$ cat src/rtl/hog_stream_pkg.sv
// hog_stream_pkg: shared types, default sizes and pick helper
// for the window stream path (serializer, arbiter, ext bus).
package hog_stream_pkg;

  typedef enum logic {
    IDLE,
    LOCK
  } state_t;

  localparam int DEF_BUS_WIDTH = 128;
  localparam int DEF_LEVELS    = 7;
  localparam int DEF_BEATS     = 10;
  localparam int MAX_LEVELS    = 32;

  // First set bit of req[n-1:0] searching upward from ptr,
  // wrapping modulo n. Returns 0 when nothing is set.
  function automatic int first_set_from(
    input logic [MAX_LEVELS-1:0] req,
    input int                    ptr,
    input int                    n
  );
    int   idx;
    logic hit;
    first_set_from = 0;
    hit = 1'b0;
    for (int i = 0; i < MAX_LEVELS; i++) begin
      if (i < n) begin
        idx = ptr + i;
        if (idx >= n) idx = idx - n;
        if (!hit && req[idx]) begin
          hit = 1'b1;
          first_set_from = idx;
        end
      end
    end
  endfunction

endpackage

$ cat src/rtl/hog_stream_arbiter_rr_picker.sv
// rr_picker: combinational grant pick, rotating from ptr (mode=0)
// or lowest index first (mode=1). Ports: req, ptr, mode -> grant, any.
module rr_picker
  import hog_stream_pkg::*;
#(
  parameter  int LEVELS  = DEF_LEVELS,
  localparam int LEVEL_W = $clog2(LEVELS)
) (
  input  logic [LEVELS-1:0]  req,
  input  logic [LEVEL_W-1:0] ptr,
  input  logic               mode,
  output logic [LEVEL_W-1:0] grant,
  output logic               any
);

  logic [MAX_LEVELS-1:0] req_ext;
  int                    start;

  always_comb begin
    req_ext = MAX_LEVELS'(req);
    start   = mode ? 0 : int'(ptr);
    grant   = LEVEL_W'(first_set_from(req_ext, start, LEVELS));
    any     = |req;
  end

endmodule

$ cat src/rtl/hog_stream_arbiter.sv
// hog_stream_arbiter: merges LEVELS beat streams onto one bus,
// holding the grant for a whole BEATS-beat window.
// Ports: clk, rst; in_valid/in_ready/in_stream per level;
// out_valid/out_ready/out_stream/out_level/out_last;
// mode, level_enable; cnt_sel/cnt_clear/cnt_out window counters.
module hog_stream_arbiter
  import hog_stream_pkg::*;
#(
  parameter  int BUS_WIDTH = DEF_BUS_WIDTH,
  parameter  int LEVELS    = DEF_LEVELS,
  parameter  int BEATS     = DEF_BEATS,
  parameter  int CNT_WIDTH = 32,
  localparam int LEVEL_W   = $clog2(LEVELS)
) (
  input  logic                        clk,
  input  logic                        rst,
  input  logic [LEVELS-1:0]           in_valid,
  output logic [LEVELS-1:0]           in_ready,
  input  logic [BUS_WIDTH*LEVELS-1:0] in_stream,
  output logic                        out_valid,
  input  logic                        out_ready,
  output logic [BUS_WIDTH-1:0]        out_stream,
  output logic [LEVEL_W-1:0]          out_level,
  output logic                        out_last,
  input  logic                        mode,
  input  logic [LEVELS-1:0]           level_enable,
  input  logic [LEVEL_W-1:0]          cnt_sel,
  input  logic                        cnt_clear,
  output logic [CNT_WIDTH-1:0]        cnt_out
);

  localparam int BEAT_W = (BEATS > 1) ? $clog2(BEATS) : 1;
  localparam logic [BEAT_W-1:0]  LAST_BEAT = BEAT_W'(BEATS - 1);
  localparam logic [LEVEL_W-1:0] LAST_LVL  = LEVEL_W'(LEVELS - 1);

  state_t               state;
  logic [LEVEL_W-1:0]   grant;
  logic [LEVEL_W-1:0]   rr_ptr;
  logic [LEVEL_W-1:0]   pick;
  logic                 pick_any;
  logic [BEAT_W-1:0]    beat_cnt;
  logic [CNT_WIDTH-1:0] cnt [LEVELS];
  logic [BUS_WIDTH-1:0] g_beat;
  logic                 g_valid;
  logic                 slot_free;
  logic                 xfer;
  logic                 win_done;

  rr_picker #(
    .LEVELS (LEVELS)
  ) u_pick (
    .req   (in_valid & level_enable),
    .ptr   (rr_ptr),
    .mode  (mode),
    .grant (pick),
    .any   (pick_any)
  );

  // Granted-slice mux; only the locked level sees ready.
  always_comb begin
    g_beat    = '0;
    g_valid   = 1'b0;
    in_ready  = '0;
    slot_free = !out_valid || out_ready;
    for (int j = 0; j < LEVELS; j++) begin
      if (grant == LEVEL_W'(j)) begin
        g_beat      = in_stream[j*BUS_WIDTH +: BUS_WIDTH];
        g_valid     = in_valid[j];
        in_ready[j] = (state == LOCK) && slot_free;
      end
    end
    xfer     = (state == LOCK) && g_valid && slot_free;
    win_done = xfer && (beat_cnt == LAST_BEAT);
  end

  always_ff @(posedge clk or posedge rst) begin
    if (rst) begin
      state      <= IDLE;
      grant      <= '0;
      rr_ptr     <= '0;
      beat_cnt   <= '0;
      out_valid  <= 1'b0;
      out_stream <= '0;
      out_level  <= '0;
      out_last   <= 1'b0;
    end else begin
      unique case (state)
        IDLE: begin
          if (pick_any) begin
            grant <= pick;
            state <= LOCK;
          end
        end
        LOCK: begin
          if (xfer) begin
            if (beat_cnt == LAST_BEAT) begin
              beat_cnt <= '0;
              state    <= IDLE;
              rr_ptr   <= (grant == LAST_LVL) ?
                          '0 : grant + 1'b1;
            end else begin
              beat_cnt <= beat_cnt + 1'b1;
            end
          end
        end
      endcase
      if (xfer) begin
        out_valid  <= 1'b1;
        out_stream <= g_beat;
        out_level  <= grant;
        out_last   <= (beat_cnt == LAST_BEAT);
      end else if (out_ready) begin
        out_valid  <= 1'b0;
      end
    end
  end

  // Saturating per-level window counters; clear wins.
  always_ff @(posedge clk or posedge rst) begin
    if (rst) begin
      for (int j = 0; j < LEVELS; j++) cnt[j] <= '0;
    end else begin
      for (int j = 0; j < LEVELS; j++) begin
        if (cnt_clear) begin
          cnt[j] <= '0;
        end else if (win_done && grant == LEVEL_W'(j) &&
                     cnt[j] != '1) begin
          cnt[j] <= cnt[j] + 1'b1;
        end
      end
    end
  end

  always_comb begin
    cnt_out = '0;
    for (int j = 0; j < LEVELS; j++) begin
      if (cnt_sel == LEVEL_W'(j)) cnt_out = cnt[j];
    end
  end

endmodule

$ cat config.mk
export PLATFORM = sky130hd
export DESIGN_NAME = hog_stream_arbiter
export DESIGN_NICKNAME = d
export VERILOG_FILES = /design/src/rtl/hog_stream_pkg.sv /design/src/rtl/hog_stream_arbiter_rr_picker.sv /design/src/rtl/hog_stream_arbiter.sv
export SDC_FILE = /design/constraint.sdc
export NUM_CORES = 1
export LEC_CHECK = 0
export BUFFER_PORTS_ARGS = -buffer_cell sky130_fd_sc_hd__clkbuf_2
export CORE_AREA = 2 2 419 421
export CTS_CLUSTER_DIAMETER = 200
export DETAILED_ROUTE_END_ITERATION = 10
export DIE_AREA = 0 0 421 423
export PLACE_DENSITY = 0.34
export RECOVER_POWER = 100
export SETUP_SLACK_MARGIN = 0.3
export SYNTH_ARGS = -nofsm -noshare
export SYNTH_HDL_FRONTEND = slang
export SYNTH_SLANG_ARGS = --single-unit
$ cat constraint.sdc
create_clock -name clk -period 19.35 [get_ports clk]
set_input_delay 0.9675 -clock clk [delete_from_list [all_inputs] [get_ports clk]]
set_output_delay 0.9675 -clock clk [all_outputs]
set_load 0.005 [all_outputs]
Word-level counts from Yosys, hierarchy flattened. Cells that the tools add are included.

Bits in registers: 368. Output and inout bits: 172.

$add $sub $neg: 22. $lt $le $gt $ge: 14. Equality and inequality tests: 20. Mux-type cells: 92. Bitwise logic cells: 2. Reductions and logical operators: 46.

Operators by type and width (count): 2-to-1 mux 128 bit (7); 2-to-1 mux 32 bit (28); adder 32 x 1 -> 32 bit (second input constant) (7); greater-or-equal comparator 32 x 4 -> 1 bit (second input constant) (7); < comparator 32 x 7 -> 1 bit (second input constant) (7); != test 32 bit (second input constant) (7); subtractor 32 x 4 -> 32 bit (second input constant) (7); adder 32 x 4 -> 32 bit (second input constant) (3); adder 32 x 3 -> 32 bit (second input constant) (2); 2-to-1 mux 1 bit (39); binary-select mux 1 bit (select 5 bit) (7); adder 32 x 2 -> 32 bit (second input constant) (1); 2-to-1 mux 3 bit (9); logical AND 1 bit (24); equality test 3 bit (second input constant) (6); nonzero test 2 bit (8); equality test 3 x 2 -> 1 bit (second input constant) (4); bitwise AND 7 bit (1); zero test 1 bit (7); OR reduction 7 bit (1); equality test 3 x 1 -> 1 bit (second input constant) (2); zero test 3 bit (2); adder 4 x 1 -> 4 bit (second input constant) (1); equality test 4 bit (second input constant) (1); 7 further kinds (8).

Depth between registers and ports, before layout.
Depth after elaboration: 25. Gate-level depth with buffers: 17.

Modules after synthesis. A second synthesis with hierarchy kept.

Cells, all modules: 3383. Area total of the unflattened synthesis: 28169.5 um2.

By module, submodules not included: hog_stream_arbiter (times used 1, cells each 3134, area each 26367.8 um2); rr_picker (times used 1, cells each 249, area each 1801.7 um2).

Worst setup path after synthesis. No wires, ideal clock.

Kind: input -> register. Start point: in mode. End point: reg grant[2]. Library setup time: 129 ps. Arrival: 3922 ps. Data required time: 19221 ps. Slack: 15298 ps. Stages: 17. Cells stage by stage: nand2b_1 > buf_2 > inv_2 > buf_1 > ha_1 > inv_1 > ha_1 > clkbuf_1 > and3b_1 > o2111ai_1 > o221ai_1 > o211a_1 > nor3_1 > nand4_1 > nor2_1 > a31oi_1 > o41a_1.

Longest elaborated chain between the ends: 25. Elaborated cells between the ends (all ways): 74.

RTL lines: start: declaration (RTL line hog_stream_arbiter.sv:25) `input logic mode,`; 2-to-1 mux 3 bit * (RTL line hog_stream_arbiter_rr_picker.sv:21) `start = mode ? 0 : int'(ptr);`; branches (longest 23 deep; another with adder 32 x 2 -> 32 bit); 2-to-1 mux 3 bit * (RTL line hog_stream_pkg.sv:30) `if (!hit && req[idx]) begin`; end signal: assignment (RTL line hog_stream_arbiter.sv:90) `grant <= pick;`; end: declaration (RTL line hog_stream_arbiter.sv:37) `logic [LEVEL_W-1:0] grant;`.

Mark *: on every way between the ends. The select of a mux whose other input is x is not followed. A chain may end at the register's enable or synchronous reset.

Worst setup path after layout.
Start point: reg grant[1]. End point: reg out_stream[32].

Longest elaborated chain between the ends: 10. Elaborated cells between the ends (all ways): 23.

RTL lines: zero test 3 bit (RTL line hog_stream_arbiter.sv:66) `if (grant == LEVEL_W'(j)) begin`; 2-to-1 mux 1 bit (7 in series) (RTL line hog_stream_arbiter.sv:66); logical AND 1 bit (2 in series) (RTL line hog_stream_arbiter.sv:72) `xfer = (state == LOCK) && g_valid && slot_free;`; end signal: assignment (RTL line hog_stream_arbiter.sv:109) `out_stream <= g_beat;`; end: declaration (RTL line hog_stream_arbiter.sv:22) `output logic [BUS_WIDTH-1:0] out_stream,`.

Several ways; a longest one is shown, not always the timed one.

==> flow_metrics.py <==
metrics = {
    "floorplan": {
        "core_area_sq_mm": 0.1732,
        "chipHeight_microns": 423,
        "die_w_microns": 421,
        "initial_utilization_pct": 15.54,
        "num_rows": 153,
        "die-area_sq_mm": 0.1781,
        "io_pins": 1090,
    },
    "pwr": {
        "vdd_drop_max_mv": 0.1067,
        "leakage_uw": 0.01563,
        "power_density_mw_per_mm2": 141.9,
        "finalPower_uw": 5093,
    },
    "placement": {
        "dp_hpwl_microns": 156500,
        "placed_cells": 6704,
        "portBuffers": 1089,
        "gp_congestion": 0.9659,
        "dp_slack_ns": 13.53,
    },
    "synthesis": {
        "yosys_warnings": 0,
        "synth-simple-area-share_pct": 22.93,
        "synth_mux_area_share_pct": 7.242,
        "synth_cell_types": 68,
        "synth_cells": 3533,
        "synth_edf_count": 0,
        "syn_area_sq_mm": 0.02692,
        "synth_xor_area_share_pct": 5.532,
        "synthArstFlopShare_pct": 100.0,
        "synth_fp_nets": 4473,
        "synthAdderAreaFrac_pct": 1.023,
        "synth.avg_cell_area_sq_um": 7.619,
        "ys.flop_type": "dfrtp_1",
        "synth_compound_area_share_pct": 24.39,
        "ys_ff_latch": 368,
        "synth_top_family_by_area": "compound AO/OA/AOI/OAI gates",
        "yosysSeqAreaShare_pct": 34.21,
    },
    "sta": {
        "period_share_pct": 55.59,
        "slew_headroom_pct": -251.5,
        "rsz0062_at_grt": "false",
        "post-route-worst-setup-slack_ns": 8.592,
        "final.setup.tns_ns": 0,
        "setup_viol": 0,
        "fin_skew_ns": 0.05710,
        "tightest_slew_ns": 5.273,
        "slew_viol_final": 612,
        "fmax_mhz": 92.96,
        "hold_viol": 0,
        "min_period_ns": 10.76,
    },
    "detailed_routing": {
        "drc_errors": 0,
        "detail_route.first_pass.iterations": 9,
        "drtIter0Drc": 2439,
        "wirelength_microns": 190600,
        "post_drt_wl_per_cell_microns": 28.00,
        "vias": 30519,
        "ant_nets": 0,
        "avgViaCountPerCell": 4.483,
    },
    "clocking": {
        "cts_sinks": 368,
        "cts_tree": "yes",
        "cts.clk_slew.worst_paths_ns": 0.07,
        "cts-resized-gates": 0,
        "cts_made_buffers": 46,
        "cts_setup_buffers": 0,
        "cts.path.max_buffers": 3,
        "hold_buffers": 0,
        "worstSkewPairLatency_ns": 0.63,
        "cts-root-buf": "clkbuf_16",
        "htreeDepth": 2,
    },
    "global_route": {
        "grt_pass1_wl_microns": 254100,
        "gr-total-overflow": 0,
        "grt_pass1_vias": 29515,
        "antenna_found_initial": 74,
        "grt_max_degree": 145,
        "grt_use_total_pct": 20.39,
    },
    "outcome": {
        "status": "complete, but fails checks",
        "violations": "capacitance limit, slew limit",
    },
    "worst_setup_path": {
        "cp_cell_sequence": "clkbuf_1 -> and2_0 -> ha_1 -> clkbuf_1 -> o311a_1 -> o32ai_1 -> nand2_1 -> buf_4 -> buf_4 -> o21ai_0",
        "endpoint_kind": "register",
        "crit_slowest_cell": "clkbuf_1",
        "critPathKind": "register to register",
        "cp.required_ns": 19.79,
        "max_stage_delay_ns": 2.21,
        "critPathTopFamily": "buffers and inverters",
        "arrival_ns": 11.20,
        "path_max_fanout": 95,
        "path_buf_inv": 4,
        "start_kind": "register",
    },
    "final_layout": {
        "fill_cells": 19801,
        "layout-drive-gt1-share_pct": 24.31,
        "layout.cells.non_filler": 6808,
        "nets": 5367,
        "finish.utilization_pct": 20.71,
        "synthToLayoutAreaGrowth_pct": 33.32,
        "regArea_sq_mm": 0.009213,
        "multi_input_area_sq_mm": 0.01645,
    },
    "worst_hold_path": {
        "worstHoldPathType": "register to register",
    },
    "job": {
        "maxCapViolCount": 13,
    },
}
## layout make-up
type,count,share of cell area (%)
Multi-Input combinational cell,2833,45.84
Inverter,41,0.4323
Clock inverter,13,0.4010
Timing Repair Buffer,1137,15.64
Sequential cell,368,25.67
Antenna cell,24,0.1674
Clock buffer,67,3.738
Tap cell,2325,8.106
## Yosys cell counts (all sizes together) (14+ instances only)
library cell,count,area (sq um)
a22o,22,192.7
nand4,72,450.4
nor2,525,1971
clkbuf,245,919.6
xor2,112,980.9
a222oi,21,210.2
nor2b,14,87.58
nand2,410,1539
nor3,40,210.2
a21oi,354,1772
dfrtp,368,9209
a22oi,138,1036
and4,36,315.3
nor4,18,140.1
and2,34,212.7
or3,51,319.1
and3,36,225.2
nand3,89,445.4
inv,39,146.4
mux2i,179,1792
ha,22,275.3
a211oi,133,998.5
buf,46,185.2
xnor2,58,508.0
o21ai,347,1737
## registers in the layout, summed over array words and instances (netlist names)
name,cells
beat_cnt,4
state,1
out_last,1
out_level,3
grant,3
out_stream,128
cnt,224
rr_ptr,3
out_valid,1
## placed cells by master (no fill, tap or decap), types with 10 or more instances in the layout
master     instances
o221ai_1          11
nor3_1            39
ha_1              22
a22oi_1          138
o21ai_0          347
diode_2           24
nand4_1           72
and2_1            28
xor2_1           112
dfrtp_1          367
nor4_1            18
clkbuf_16         47
a222oi_1          21
or3_1             51
xnor2_1           58
nand2_1          410
nand2b_1          10
clkbuf_1         160
nor2b_1           12
and3_1            36
a21oi_1          354
nand3_1           89
buf_4             36
o211ai_1          13
a22o_1            22
nor2_1           521
a211oi_1         133
mux2i_1          179
clkbuf_2         949
and4_1            36
inv_1             38
## final timing paths
kind | startpoint | end | slack (ns) | cells after the start
worst max-delay path | grant[1] | out_stream[32] | 8.59 | 10
worst min-delay path | out_stream[54] | out_stream[54] | 0.47 | 2
worst max register to register | grant[1] | out_stream[32] | 8.59 | 10
worst min register to register | out_stream[54] | out_stream[54] | 0.47 | 2
max in group asynchronous | rst | grant[0] | 11.78 | 3
min in group asynchronous | rst | out_stream[93] | 1.92 | 2
## worst register-to-register path: stages, from the launching register on
cell      delay [ns]
dfrtp_1         1.36
clkbuf_1        2.24
and2_0          0.32
ha_1            0.47
clkbuf_1        1.67
o311a_1         0.47
o32ai_1         0.13
nand2_1         1.85
buf_4           1.00
buf_4           0.80
o21ai_0         0.26
## report_power, final
group	switching (uW)	leakage [uW]	total [uW]	internal (uW)
Clock	391	0.000732	899	508
Combinational	2300	0.00994	3150	848
Sequential	130	0.00496	1040	914
## routing by layer
| layer | wire (microns) | part of all wire, % | GRT usage (%) |
|---|---|---|---|
| met1 | 83910 | 44 | 27.09 |
| met2 | 89960 | 47 | 33.54 |
| met3 | 10970 | 5.8 | 3.768 |
| met4 | 5644 | 3.0 | 5.564 |
| met5 | 130 | 0.068 | 0.9409 |
## metrics by stage
step           instance area [sq um]  hold WS, ns
2_1_floorplan                  26920       0.4700
6_report                       35890       0.4745
3_5_place_dp                   34640       0.4698
4_1_cts                        36120       0.4838
3_3_place_gp                   34640       0.4638
5_1_grt                        35860       0.5011
## cells by family after synthesis
| kind of cell | count (synthesis) |
|---|---|
| AND/OR/NAND/NOR | 1361 |
| multiplexers | 189 |
| adder cells (fa/ha/maj) | 22 |
| buffers and inverters | 332 |
| XOR/XNOR | 170 |
| flip-flops | 368 |
| AO/OA/AOI/OAI | 1091 |
No activity file was read; power rests on OpenSTA's default activity.
